==> src/rtl/clus_pattern_check.sv <==
// Cluster-stream checker on the ROCFIFO_SIM read side: parses event headers,
// regenerates the expected payload and keeps event/error counters and first-error captures.
module clus_pattern_check #(
  parameter int unsigned DIGI_BITS = 32,
  parameter int unsigned TAG_BITS  = 20,
  parameter int unsigned CNT_BITS  = 16
) (
  input  logic                 fifoclk,
  input  logic                 fifoclk_reset,
  input  logic                 newspill_reset,
  input  logic                 haltrun_en,
  input  logic                 pattern_type,
  input  logic                 check_en,
  input  logic                 fifo_empty,
  input  logic [DIGI_BITS-1:0] fifo_data,
  output logic                 fifo_re,
  output logic [31:0]          evt_cnt,
  output logic [CNT_BITS-1:0]  word_err_cnt,
  output logic [CNT_BITS-1:0]  tag_err_cnt,
  output logic                 err_sticky,
  output logic [DIGI_BITS-1:0] first_err_got,
  output logic [DIGI_BITS-1:0] first_err_exp,
  output logic [TAG_BITS-1:0]  last_tag,
  output logic                 busy
);

  localparam int unsigned SIZE_LSB  = 20;
  localparam int unsigned SIZE_BITS = 12;
  localparam int unsigned REM_BITS  = 14;

  localparam logic [2:0] IDLE      = 3'd0;
  localparam logic [2:0] HDR_WAIT  = 3'd1;
  localparam logic [2:0] DATA_REQ  = 3'd2;
  localparam logic [2:0] DATA_WAIT = 3'd3;
  localparam logic [2:0] EMPTY_EVT = 3'd4;
  localparam logic [2:0] DONE      = 3'd5;

  localparam logic [DIGI_BITS-1:0] ALT_EVEN = {(DIGI_BITS/2){2'b01}};
  localparam logic [DIGI_BITS-1:0] ALT_ODD  = {(DIGI_BITS/2){2'b10}};

  logic [2:0]           state_q, state_d;
  logic [31:0]          exp_cnt_q, exp_cnt_d;
  logic                 alt_idx_q, alt_idx_d;
  logic                 tag_valid_q, tag_valid_d;
  logic                 from_empty_q, from_empty_d;
  logic [REM_BITS-1:0]  rem_cnt_q, rem_cnt_d;
  logic [31:0]          evt_cnt_q, evt_cnt_d;
  logic [CNT_BITS-1:0]  word_err_q, word_err_d;
  logic [CNT_BITS-1:0]  tag_err_q, tag_err_d;
  logic                 err_sticky_q, err_sticky_d;
  logic [DIGI_BITS-1:0] first_got_q, first_got_d;
  logic [DIGI_BITS-1:0] first_exp_q, first_exp_d;
  logic [TAG_BITS-1:0]  last_tag_q, last_tag_d;
  logic                 busy_q, busy_d;

  logic [SIZE_BITS-1:0] hdr_size;
  logic [TAG_BITS-1:0]  hdr_tag;
  logic                 tag_bad;
  logic [DIGI_BITS-1:0] exp_word;

  // Next-state, counters and the combinational read strobe.
  always_comb begin
    state_d      = state_q;
    exp_cnt_d    = exp_cnt_q;
    alt_idx_d    = alt_idx_q;
    tag_valid_d  = tag_valid_q;
    from_empty_d = from_empty_q;
    rem_cnt_d    = rem_cnt_q;
    evt_cnt_d    = evt_cnt_q;
    word_err_d   = word_err_q;
    tag_err_d    = tag_err_q;
    err_sticky_d = err_sticky_q;
    first_got_d  = first_got_q;
    first_exp_d  = first_exp_q;
    last_tag_d   = last_tag_q;
    fifo_re      = 1'b0;

    hdr_size = fifo_data[SIZE_LSB +: SIZE_BITS];
    hdr_tag  = fifo_data[TAG_BITS-1:0];
    tag_bad  = tag_valid_q && (hdr_tag != TAG_BITS'(last_tag_q + TAG_BITS'(1)));
    exp_word = pattern_type ? (alt_idx_q ? ALT_ODD : ALT_EVEN) : DIGI_BITS'(exp_cnt_q);

    if (newspill_reset) begin
      // Re-arm for a new spill; counters and captures survive, in-flight word is dropped.
      state_d      = IDLE;
      alt_idx_d    = 1'b0;
      tag_valid_d  = 1'b0;
      from_empty_d = 1'b0;
      if (!haltrun_en) exp_cnt_d = '0;
    end else begin
      case (state_q)
        IDLE: begin
          if (check_en && !fifo_empty) begin
            fifo_re = 1'b1;
            state_d = HDR_WAIT;
          end
        end
        HDR_WAIT: begin
          last_tag_d  = hdr_tag;
          rem_cnt_d   = {hdr_size, 2'b00};
          tag_valid_d = 1'b1;
          if (tag_bad || hdr_size[0]) begin
            if (tag_err_q != '1) tag_err_d = tag_err_q + CNT_BITS'(1);
            err_sticky_d = 1'b1;
          end
          state_d = (hdr_size == '0) ? EMPTY_EVT : DATA_REQ;
        end
        DATA_REQ: begin
          if (!fifo_empty) begin
            fifo_re = 1'b1;
            state_d = DATA_WAIT;
          end
        end
        DATA_WAIT: begin
          if (fifo_data != exp_word) begin
            if (word_err_q != '1) word_err_d = word_err_q + CNT_BITS'(1);
            if (!err_sticky_q) begin
              first_got_d = fifo_data;
              first_exp_d = exp_word;
            end
            err_sticky_d = 1'b1;
          end
          alt_idx_d = ~alt_idx_q;
          rem_cnt_d = rem_cnt_q - REM_BITS'(1);
          if (rem_cnt_q == REM_BITS'(1)) begin
            state_d = DONE;
          end else begin
            exp_cnt_d = exp_cnt_q + 32'd1;
            state_d   = DATA_REQ;
          end
        end
        EMPTY_EVT: begin
          // The writer burns one counter value and one alternating slot on an empty event.
          exp_cnt_d    = exp_cnt_q + 32'd1;
          alt_idx_d    = ~alt_idx_q;
          from_empty_d = 1'b1;
          state_d      = DONE;
        end
        DONE: begin
          if (!from_empty_q) exp_cnt_d = exp_cnt_q + 32'd1;
          from_empty_d = 1'b0;
          evt_cnt_d    = evt_cnt_q + 32'd1;
          state_d      = IDLE;
        end
        default: state_d = IDLE;
      endcase
    end

    busy_d = (state_d != IDLE);
  end

  always_ff @(posedge fifoclk) begin
    if (fifoclk_reset) begin
      state_q      <= IDLE;
      exp_cnt_q    <= '0;
      alt_idx_q    <= 1'b0;
      tag_valid_q  <= 1'b0;
      from_empty_q <= 1'b0;
      rem_cnt_q    <= '0;
      evt_cnt_q    <= '0;
      word_err_q   <= '0;
      tag_err_q    <= '0;
      err_sticky_q <= 1'b0;
      first_got_q  <= '0;
      first_exp_q  <= '0;
      last_tag_q   <= '0;
      busy_q       <= 1'b0;
    end else begin
      state_q      <= state_d;
      exp_cnt_q    <= exp_cnt_d;
      alt_idx_q    <= alt_idx_d;
      tag_valid_q  <= tag_valid_d;
      from_empty_q <= from_empty_d;
      rem_cnt_q    <= rem_cnt_d;
      evt_cnt_q    <= evt_cnt_d;
      word_err_q   <= word_err_d;
      tag_err_q    <= tag_err_d;
      err_sticky_q <= err_sticky_d;
      first_got_q  <= first_got_d;
      first_exp_q  <= first_exp_d;
      last_tag_q   <= last_tag_d;
      busy_q       <= busy_d;
    end
  end

  assign evt_cnt       = evt_cnt_q;
  assign word_err_cnt  = word_err_q;
  assign tag_err_cnt   = tag_err_q;
  assign err_sticky    = err_sticky_q;
  assign first_err_got = first_got_q;
  assign first_err_exp = first_exp_q;
  assign last_tag      = last_tag_q;
  assign busy          = busy_q;

endmodule

==> config.mk <==
export PLATFORM = sky130hd
export DESIGN_NAME = clus_pattern_check
export DESIGN_NICKNAME = d
export VERILOG_FILES = /design/src/rtl/clus_pattern_check.sv
export SDC_FILE = /design/constraint.sdc
export NUM_CORES = 1
export LEC_CHECK = 0
export ABC_CLOCK_PERIOD_IN_PS = 4500
export CAP_MARGIN = 5
export CORE_UTILIZATION = 43
export CTS_CLUSTER_SIZE = 12
export DETAILED_ROUTE_END_ITERATION = 8
export HOLD_SLACK_MARGIN = 0.08
export PLACE_DENSITY_LB_ADDON = 0.15
export SKIP_LAST_GASP = 1
export SLEW_MARGIN = 20
export SYNTH_ARGS = -nofsm -noshare
export SYNTH_HDL_FRONTEND = slang
export SYNTH_SLANG_ARGS = --single-unit
export TNS_END_PERCENT = 100
==> constraint.sdc <==
create_clock -name fifoclk -period 4.5 [get_ports fifoclk]
set_input_delay 0.45 -clock fifoclk [delete_from_list [all_inputs] [get_ports fifoclk]]
set_output_delay 0.45 -clock fifoclk [all_outputs]
set_load 0.05 [all_outputs]
* After elaboration in Yosys (flattened, before gate mapping)
Index checks and enable logic that the tools add are counted.
Cells by class: multiplexer cells 22, bitwise logic cells 3, equal/unequal tests 15, $lt $le $gt $ge 0, multiply operators 0, shift operators 0, div/mod/pow operators 0, reductions and logical operators 20, add/sub/neg operators 6
Operators with widths (number):
- 32-bit two-way mux | 6
- 32-bit one-hot mux with 3 select lines | 1
- 32-bit by 1-bit adder with 32-bit output, second input constant | 2
- 16-bit by 1-bit adder with 16-bit output, second input constant | 2
- 16-bit inequality test, second input constant | 2
- 32-bit inequality test | 1
- 14-bit one-hot mux with 2 select lines | 1
- 20-bit by 1-bit adder with 20-bit output, second input constant | 1
- 20-bit inequality test | 1
- 4-bit AND reduction | 5
- 3-bit two-way mux | 5
- 3-bit one-hot mux with 5 select lines | 1
- 14-bit by 1-bit equality test with 1-bit output, second input constant | 1
- 14-bit by 1-bit subtractor with 14-bit output, second input constant | 1
- 12-bit logical NOT | 1
- 3-bit by 2-bit equality test with 1-bit output, second input constant | 2
- 3-bit equality test, second input constant | 2
- 2-bit inequality test, second input constant | 3
- 3-bit inequality test, second input constant | 2
- 1-bit one-hot mux with 2 select lines | 3
- 2-bit AND reduction | 3
- 1-bit two-way mux | 5
- 2-bit nonzero test | 2
- 4-bit nonzero test | 1
- 8 further kinds | 12
Word-level totals: flip-flop bits (word level) 202, bits in read-only memories 0, memories 0, latch bits 0, input port bits 39, logic and storage cells 80, RAM bits 0

* Longest topological paths before layout
Gate-level depths: netlist (run 1).
word-level depth 6, depth in mapped cells 12, mapped depth without buffers 9

* Worst setup path after synthesis (run 1)
No wires, ideal clock.
path kind register -> register, start reg last_tag_q[0], in the netlist last_tag[0], end reg tag_err_q[0], in the netlist tag_err_cnt[0], slack 1.700 ns, period minus slack after synthesis 2.800 ns, setup time 0.121 ns, path buffers 1, cell stages (with the launch flop) 11, arrival time 2.679 ns, required time 4.379 ns, path through dfxtp_1 > ha_1 > nand2_1 > nor2_2 > a21oi_1 > a311oi_1 > o211ai_1 > a2111oi_4 > buf_6 > nor2_1 > mux2_4
Between the ends: longest elaborated chain between the ends 5
Ends and longest elaborated chain:
- from (decl) | RTL line 53 | logic [TAG_BITS-1:0] last_tag_q, last_tag_d;
- from (signal assigned) | RTL line 181 | last_tag_q <= last_tag_d;
- 20-bit by 1-bit adder with 20-bit output | RTL line 80 | tag_bad = tag_valid_q && (hdr_tag != TAG_BITS'(last_tag_q + TAG_BITS'(1)));
- 20-bit inequality test | RTL line 80
- 1-bit logical AND | RTL line 80
- 1-bit logical OR | RTL line 102 | if (tag_bad || hdr_size[0]) begin
- 4-bit AND reduction (no line)
- to (signal assigned) | RTL line 177 | tag_err_q <= tag_err_d;
- to (decl) | RTL line 49 | logic [CNT_BITS-1:0] tag_err_q, tag_err_d;
Every way passes these cells. A chain may end at the register's enable or synchronous reset.

* Worst setup path in the final report (run 1)
start reg state_q[1], end reg exp_cnt_q[20]
Between the ends: longest elaborated chain between the ends 3
Ends and longest elaborated chain:
- from (decl) | RTL line 41 | logic [2:0] state_q, state_d;
- from (signal assigned) | RTL line 169 | state_q <= state_d;
- 3-bit by 2-bit equality test with 1-bit output / 3-bit equality test (equally long branches) | RTL line 91 | case (state_q)
- 3-bit inequality test (no line), or another cell as far along
- 4-bit AND reduction (no line) / 32-bit two-way mux (equally long branches)
- to (signal assigned) | RTL line 170 | exp_cnt_q <= exp_cnt_d;
- to (decl) | RTL line 42 | logic [31:0] exp_cnt_q, exp_cnt_d;
Parallel ways exist; a longest one is shown, timed or not.

==> results of run 1 <==
kinds of logic after synthesis:
kind of cell / after synthesis / synth area share
flops: 202 / 0.406
compound gates: 171 / 0.107
mux: 51 / 0.0536
fa+ha+maj: 7 / 0.00879
simple gates: 553 / 0.275
buf+inv: 92 / 0.0375
xor+xnor: 127 / 0.112
synth_stat cells (all sizes together), types with 4 or more instances:
cell type / n
ha: 7
xnor2: 73
nor2b: 19
dfxtp: 202
mux2: 10
and4b: 4
nor4: 25
o211ai: 7
a21oi: 75
o21ai: 32
clkbuf: 63
and3: 19
a31oi: 7
nor3: 22
nand3: 38
a311oi: 17
and2: 8
nand2: 130
nand4: 36
xor2: 54
a211oi: 15
mux2i: 41
and4: 16
nor2: 193
or3: 16
inv: 15
buf: 14
nor4b: 9
worst max-delay path, stage by stage, from the launching register on:
cell and delay [ns]:
dfxtp_1 0.80, inv_1 0.32, nor3_1 0.32, a211o_1 0.24, nand4_1 0.33, nor2_1 0.61
nand3_1 0.17, xor2_1 0.16, nor2_1 0.05
per-layer routing:
layer,vias up,GRT usage,share of wire
li1,4494,-,-
met1,4240,0.330,0.48
met2,272,0.362,0.43
met3,37,0.0510,0.069
met4,0,0.0586,0.017
met5,-,0,0
stage by stage:
stage          instances  hold slack, ns   util  cell area, sq um  total power (W)
2_1_floorplan       1203           0.449      -              9960          0.00197
3_3_place_gp        1611           0.470  0.528             12000          0.00207
3_5_place_dp        1611           0.470  0.528             12000          0.00207
4_1_cts             1652           0.454  0.561             12700          0.00391
5_1_grt             1652           0.478  0.561             12700          0.00401
6_report            1652           0.442  0.561             12700          0.00387
sequential cells by signal, summed over array words and instances (netlist names):
name and flops:
first_err_exp 32, tag_err_cnt 16, busy 1, err_sticky 1, evt_cnt 32, state_q 3
first_err_got 32, alt_idx_q 1, exp_cnt_q 32, rem_cnt_q 14, from_empty_q 1, tag_valid_q 1
word_err_cnt 16, last_tag 20
layout make-up:
| class | count | area, sq um |
|---|---|---|
| Clock inverter | 7 | 66.3 |
| Timing Repair Buffer | 200 | 1990 |
| Fill cell | 2111 | 9970 |
| Clock buffer | 34 | 677 |
| Tap cell | 285 | 357 |
| Inverter | 15 | 56.3 |
| Multi-Input combinational cell | 909 | 5550 |
| Sequential cell | 202 | 4040 |
power breakdown:
part,switching (W),internal [W],total (W)
Clock,0.000745,0.00110,0.00184
Combinational,0.000144,0.0000831,0.000228
Sequential,0.0000102,0.00179,0.00180
worst min-delay path by stage:
stage	start	endpoint	slack, ns	depth (start not counted)
4_1_cts	fifoclk_reset	word_err_cnt[3]	0.45	2
5_1_grt	fifoclk_reset	word_err_cnt[3]	0.48	2
3_3_place_gp	rem_cnt_q[11]	rem_cnt_q[11]	0.47	2
6_report	fifoclk_reset	word_err_cnt[3]	0.44	2
3_5_place_dp	rem_cnt_q[11]	rem_cnt_q[11]	0.47	2
2_1_floorplan	rem_cnt_q[11]	rem_cnt_q[11]	0.45	2
==> flow_summary.json, run 1 <==
{
  "status": "completed",
  "first_global_vias": 8242,
  "initial_core_util": 0.439,
  "critPathCaptureType": "flop",
  "synth_cell_types": 62,
  "leakage_nw": 4.27,
  "nNetsFinal": 1397,
  "antenna_found_initial": 0,
  "maxSlewViolCount": 0,
  "num_rows": 55,
  "synthTopCellsByArea": "dfxtp_1 (41%), nor2_1 (7.2%), xnor2_1 (6.4%)",
  "ir_drop_v": 0.000260,
  "worstMarginPinSlew_ns": 0.973,
  "io_buffer_count": 189,
  "postCtsSetupRepairBufs": 0,
  "syn_area_sq_um": 9960,
  "drive_above_1_share": 0.0527,
  "maxCapViolCount": 0,
  "die_area_sq_um": 23800,
  "cts_hold_buf": 0,
  "path_max_fanout": 20,
  "synth_flop_cell": "dfxtp_1",
  "drt-wirelength-per-cell_um": 17.1,
  "async_reset_ff_frac": 0,
  "synth_warnings": 0,
  "final_cell_mix": "dfxtp_1 (202), nor2_1 (190), clkdlybuf4s50_1 (188)",
  "antenna_cells": 0,
  "post_drt_via_cell_ratio": 5.47,
  "tns_ns": 0,
  "grt_start_max_net_pins": 109,
  "setup_ws_ns": 1.35,
  "clk_root_buffer_cell": "clkbuf_16",
  "synth_cells": 1203,
  "drt_iter0_drc": 568,
  "cp-startpoint": "state_q[1]",
  "rsz0062_at_grt": "false",
  "worst_ep_required_time_ns": 4.85,
  "post_cts_resized": 0,
  "track_usage": 0.234,
  "cts_buffers": 23,
  "wirelength_um": 28200,
  "syn_nets": 1249,
  "r2r_start": "state_q[1]",
  "power_density_nw_per_um2": 304,
  "place_ws_ns": 1.04,
  "boundaryPins": 190,
  "synth_edf_count": 0,
  "ys_seq_area_frac": 0.406,
  "slew_headroom": 0.351,
  "post-route-period-util": 0.700,
  "r2r_slack_ns": 1.35,
  "die_h_um": 154,
  "dp_hpwl_um": 19800,
  "synth.avg_cell_area_sq_um": 8.28,
  "die_width_um": 154,
  "reg2reg_depth": 8,
  "max_freq_mhz": 317,
  "cts_num_sinks": 202,
  "ant_nets": 0,
  "final_common_cell": "dfxtp_1",
  "clk_latency_ns": 0.52,
  "drt_pass1_iterations": 4,
  "gp_congestion": 0.884,
  "yosys.area.top_type": "dfxtp_1",
  "start_kind": "flop",
  "drcViolationCount": 0,
  "cts_buffer_depth": 3,
  "cts_tree": "done",
  "clk_pin_slew_ns": 0.06,
  "hold_path.class": "in -> reg",
  "grt_pass1_wl_um": 45000,
  "yosys.area.top_type_share": 0.406,
  "core_area_sq_um": 22700,
  "htreeDepth": 1,
  "fin_worst_skew_ns": 0.0155,
  "critPathArrivalTime_ns": 3.50,
  "crit_type": "reg -> reg",
  "ys_ff_latch": 202,
  "post-route-min-period_ns": 3.15,
  "syn2layout_area_growth_pct": 27.9,
  "setup_viol": 0,
  "grt_overflow_total": 0,
  "num_vias": 9043,
  "timing.rr.end": "exp_cnt_q[20]",
  "crit_path_end": "exp_cnt_q[20]",
  "hold_violations": 0
}
Note: power is estimated with default switching activity, not from simulation.
==> inputs of run 2 (changes only) <==
--- a/config.mk
+++ b/config.mk
@@ -5,7 +5,7 @@
 export SDC_FILE = /design/constraint.sdc
 export NUM_CORES = 1
 export LEC_CHECK = 0
-export ABC_CLOCK_PERIOD_IN_PS = 4500
+export ABC_CLOCK_PERIOD_IN_PS = 2800
 export CAP_MARGIN = 5
 export CORE_UTILIZATION = 43
 export CTS_CLUSTER_SIZE = 12
==> constraint.sdc (replaced) <==
create_clock -name fifoclk -period 2.8 [get_ports fifoclk]
set_input_delay 0.28 -clock fifoclk [delete_from_list [all_inputs] [get_ports fifoclk]]
set_output_delay 0.28 -clock fifoclk [all_outputs]
set_load 0.05 [all_outputs]
==> run 2 against run 1 <==
Core utilization increased by 2.8 points. Via count is 3.5% higher. Maximum frequency grew 21%. Die area is the same. Count of clock-buffer cells in the layout grew 1. Register-to-register slack got worse by 1.1 ns. Sequential power up 61%. Sequential share of layout area decreased by 1.5 points.
==> flow_summary.json, run 2 (synthesis gave the netlist of run 1 again) <==
{
  "status": "completed",
  "die_area_sq_um": 23800,
  "ir_drop_v": 0.000364,
  "core_area_sq_um": 22700,
  "dp.cells": 1690,
  "dp_hpwl_um": 21500,
  "antenna_found_initial": 0,
  "power_density_nw_per_um2": 470,
  "r2r_start": "last_tag[4]",
  "syn2layout_area_growth_pct": 34.2,
  "final-instance-count-excl-fill": 1731,
  "num_vias": 9358,
  "critPathMaxStageDelay_ns": 0.45,
  "cts_tree": "done",
  "gp_congestion": 0.894,
  "cts_num_sinks": 202,
  "worst_ep_required_time_ns": 3.23,
  "wirelength_um": 29200,
  "worstMarginPinSlew_ns": 0.686,
  "rsz0062_at_grt": "false",
  "io_buffer_count": 189,
  "final_common_cell": "dfxtp_1",
  "critPathCaptureType": "flop",
  "clk_latency_ns": 0.53,
  "nNetsFinal": 1477,
  "die_width_um": 154,
  "htreeDepth": 1,
  "post-route-min-period_ns": 2.60,
  "grt_start_max_net_pins": 90,
  "die_h_um": 154,
  "place_ws_ns": -0.126,
  "grt_overflow_total": 0,
  "regArea_sq_um": 4050,
  "r2r_slack_ns": 0.20,
  "drcViolationCount": 0,
  "max_freq_mhz": 384,
  "start_kind": "flop",
  "post-route-period-util": 0.929,
  "hold_violations": 0,
  "num_rows": 55,
  "maxSlewViolCount": 0,
  "critPathArrivalTime_ns": 3.03,
  "drt_iter0_drc": 666,
  "ant_nets": 0,
  "grt_pass1_wl_um": 46200,
  "cpMaxStageDelayCell": "dfxtp_1",
  "post_drt_via_cell_ratio": 5.41,
  "drive_above_1_share": 0.107,
  "cts_buffers": 24,
  "crit_type": "reg -> reg",
  "timing.rr.end": "tag_err_cnt[3]",
  "crit_chain": "nand4_4 > nor2_2 > nand2_2 > or3_1 > o211ai_1 > a2111oi_4 > buf_12 > buf_4 > or4_1 > a21oi_1",
  "setup_ws_ns": 0.199,
  "boundaryPins": 190,
  "leakage_nw": 4.67,
  "maxCapViolCount": 0,
  "min_from": "fifoclk_reset",
  "first_global_vias": 8580,
  "whs_path_depth": 2,
  "path_max_fanout": 14,
  "initial_core_util": 0.439,
  "clk_pin_slew_ns": 0.06,
  "antenna_cells": 0,
  "track_usage": 0.243,
  "setup_viol": 0,
  "slew_headroom": 0.542,
  "cts_buffer_depth": 3,
  "fin_util": 0.589,
  "multiInputGateArea_sq_um": 5560,
  "hold_end": "exp_cnt_q[0]",
  "reg2reg_depth": 10,
  "fin_worst_skew_ns": 0.0307,
  "drt_pass1_iterations": 7,
  "fillCellCount": 2052,
  "tns_ns": 0,
  "final_cell_mix": "dfxtp_1 (199), nor2_1 (189), clkdlybuf4s50_1 (187)",
  "clk_root_buffer_cell": "clkbuf_16",
  "drt-wirelength-per-cell_um": 16.9,
  "hold_path.class": "in -> reg"
}
run 2: layer usage:
| layer | up-vias | global-route usage | wire [um] |
|---|---|---|---|
| met3 | 50 | 0.0398 | 1930 |
| met2 | 302 | 0.379 | 12700 |
| li1 | 4662 | - | - |
| met1 | 4344 | 0.341 | 13800 |
| met5 | - | 0 | 0 |
| met4 | 0 | 0.0805 | 804 |
run 2: area by class of cell:
type / count / area share
clock inverter: 6 / 0.00290
timing repair buffer: 279 / 0.196
tap: 285 / 0.0267
sequential: 202 / 0.303
clock buffer: 35 / 0.0526
inverter: 15 / 0.00421
multi-input combinational: 909 / 0.415
run 2: worst max path at each step:
stage             startpoint                to  slack (ns)
4_1_cts            alt_idx_q  word_err_cnt[13]        0.13
6_report         last_tag[4]    tag_err_cnt[3]        0.20
2_1_floorplan    last_tag[8]    tag_err_cnt[0]        0.01
5_1_grt          last_tag[0]    tag_err_cnt[0]        0.05
3_5_place_dp   fifo_data[31]  word_err_cnt[13]       -0.13
3_3_place_gp    fifo_data[0]  word_err_cnt[13]        -0.1
run 2: report_power, final:
part | leakage, nW | internal, W | switching [W] | total [W]
clock network | 0.360 | 0.00173 | 0.00123 | 0.00296
registers | 1.63 | 0.00288 | 0.0000138 | 0.00290
logic | 2.68 | 0.000181 | 0.000248 | 0.000429
run 2: worst max-delay path: cells and delay by family (launching register included):
kind | cells | cell delay, ns
simple gates | 5 | 1.36
flops | 1 | 0.45
compound gates | 3 | 0.40
buf+inv | 2 | 0.32
run 2: metrics by stage:
stage	hold slack [ns]	instance area [sq um]	power (W)
2_1_floorplan	0.365	9960	0.00317
3_5_place_dp	0.474	12600	0.00339
5_1_grt	0.277	13400	0.00651
4_1_cts	0.234	13400	0.00635
3_3_place_gp	0.471	12600	0.00339
6_report	0.244	13400	0.00629
run 2: what timing repair did:
item | 4_1_cts | 5_1_grt
setup buffers | 0 | 0
setup endpoints to repair | 0 | 9
hold buffers | 0 | 0
resized for setup | 0 | 3
hold endpoints to repair | 0 | 0
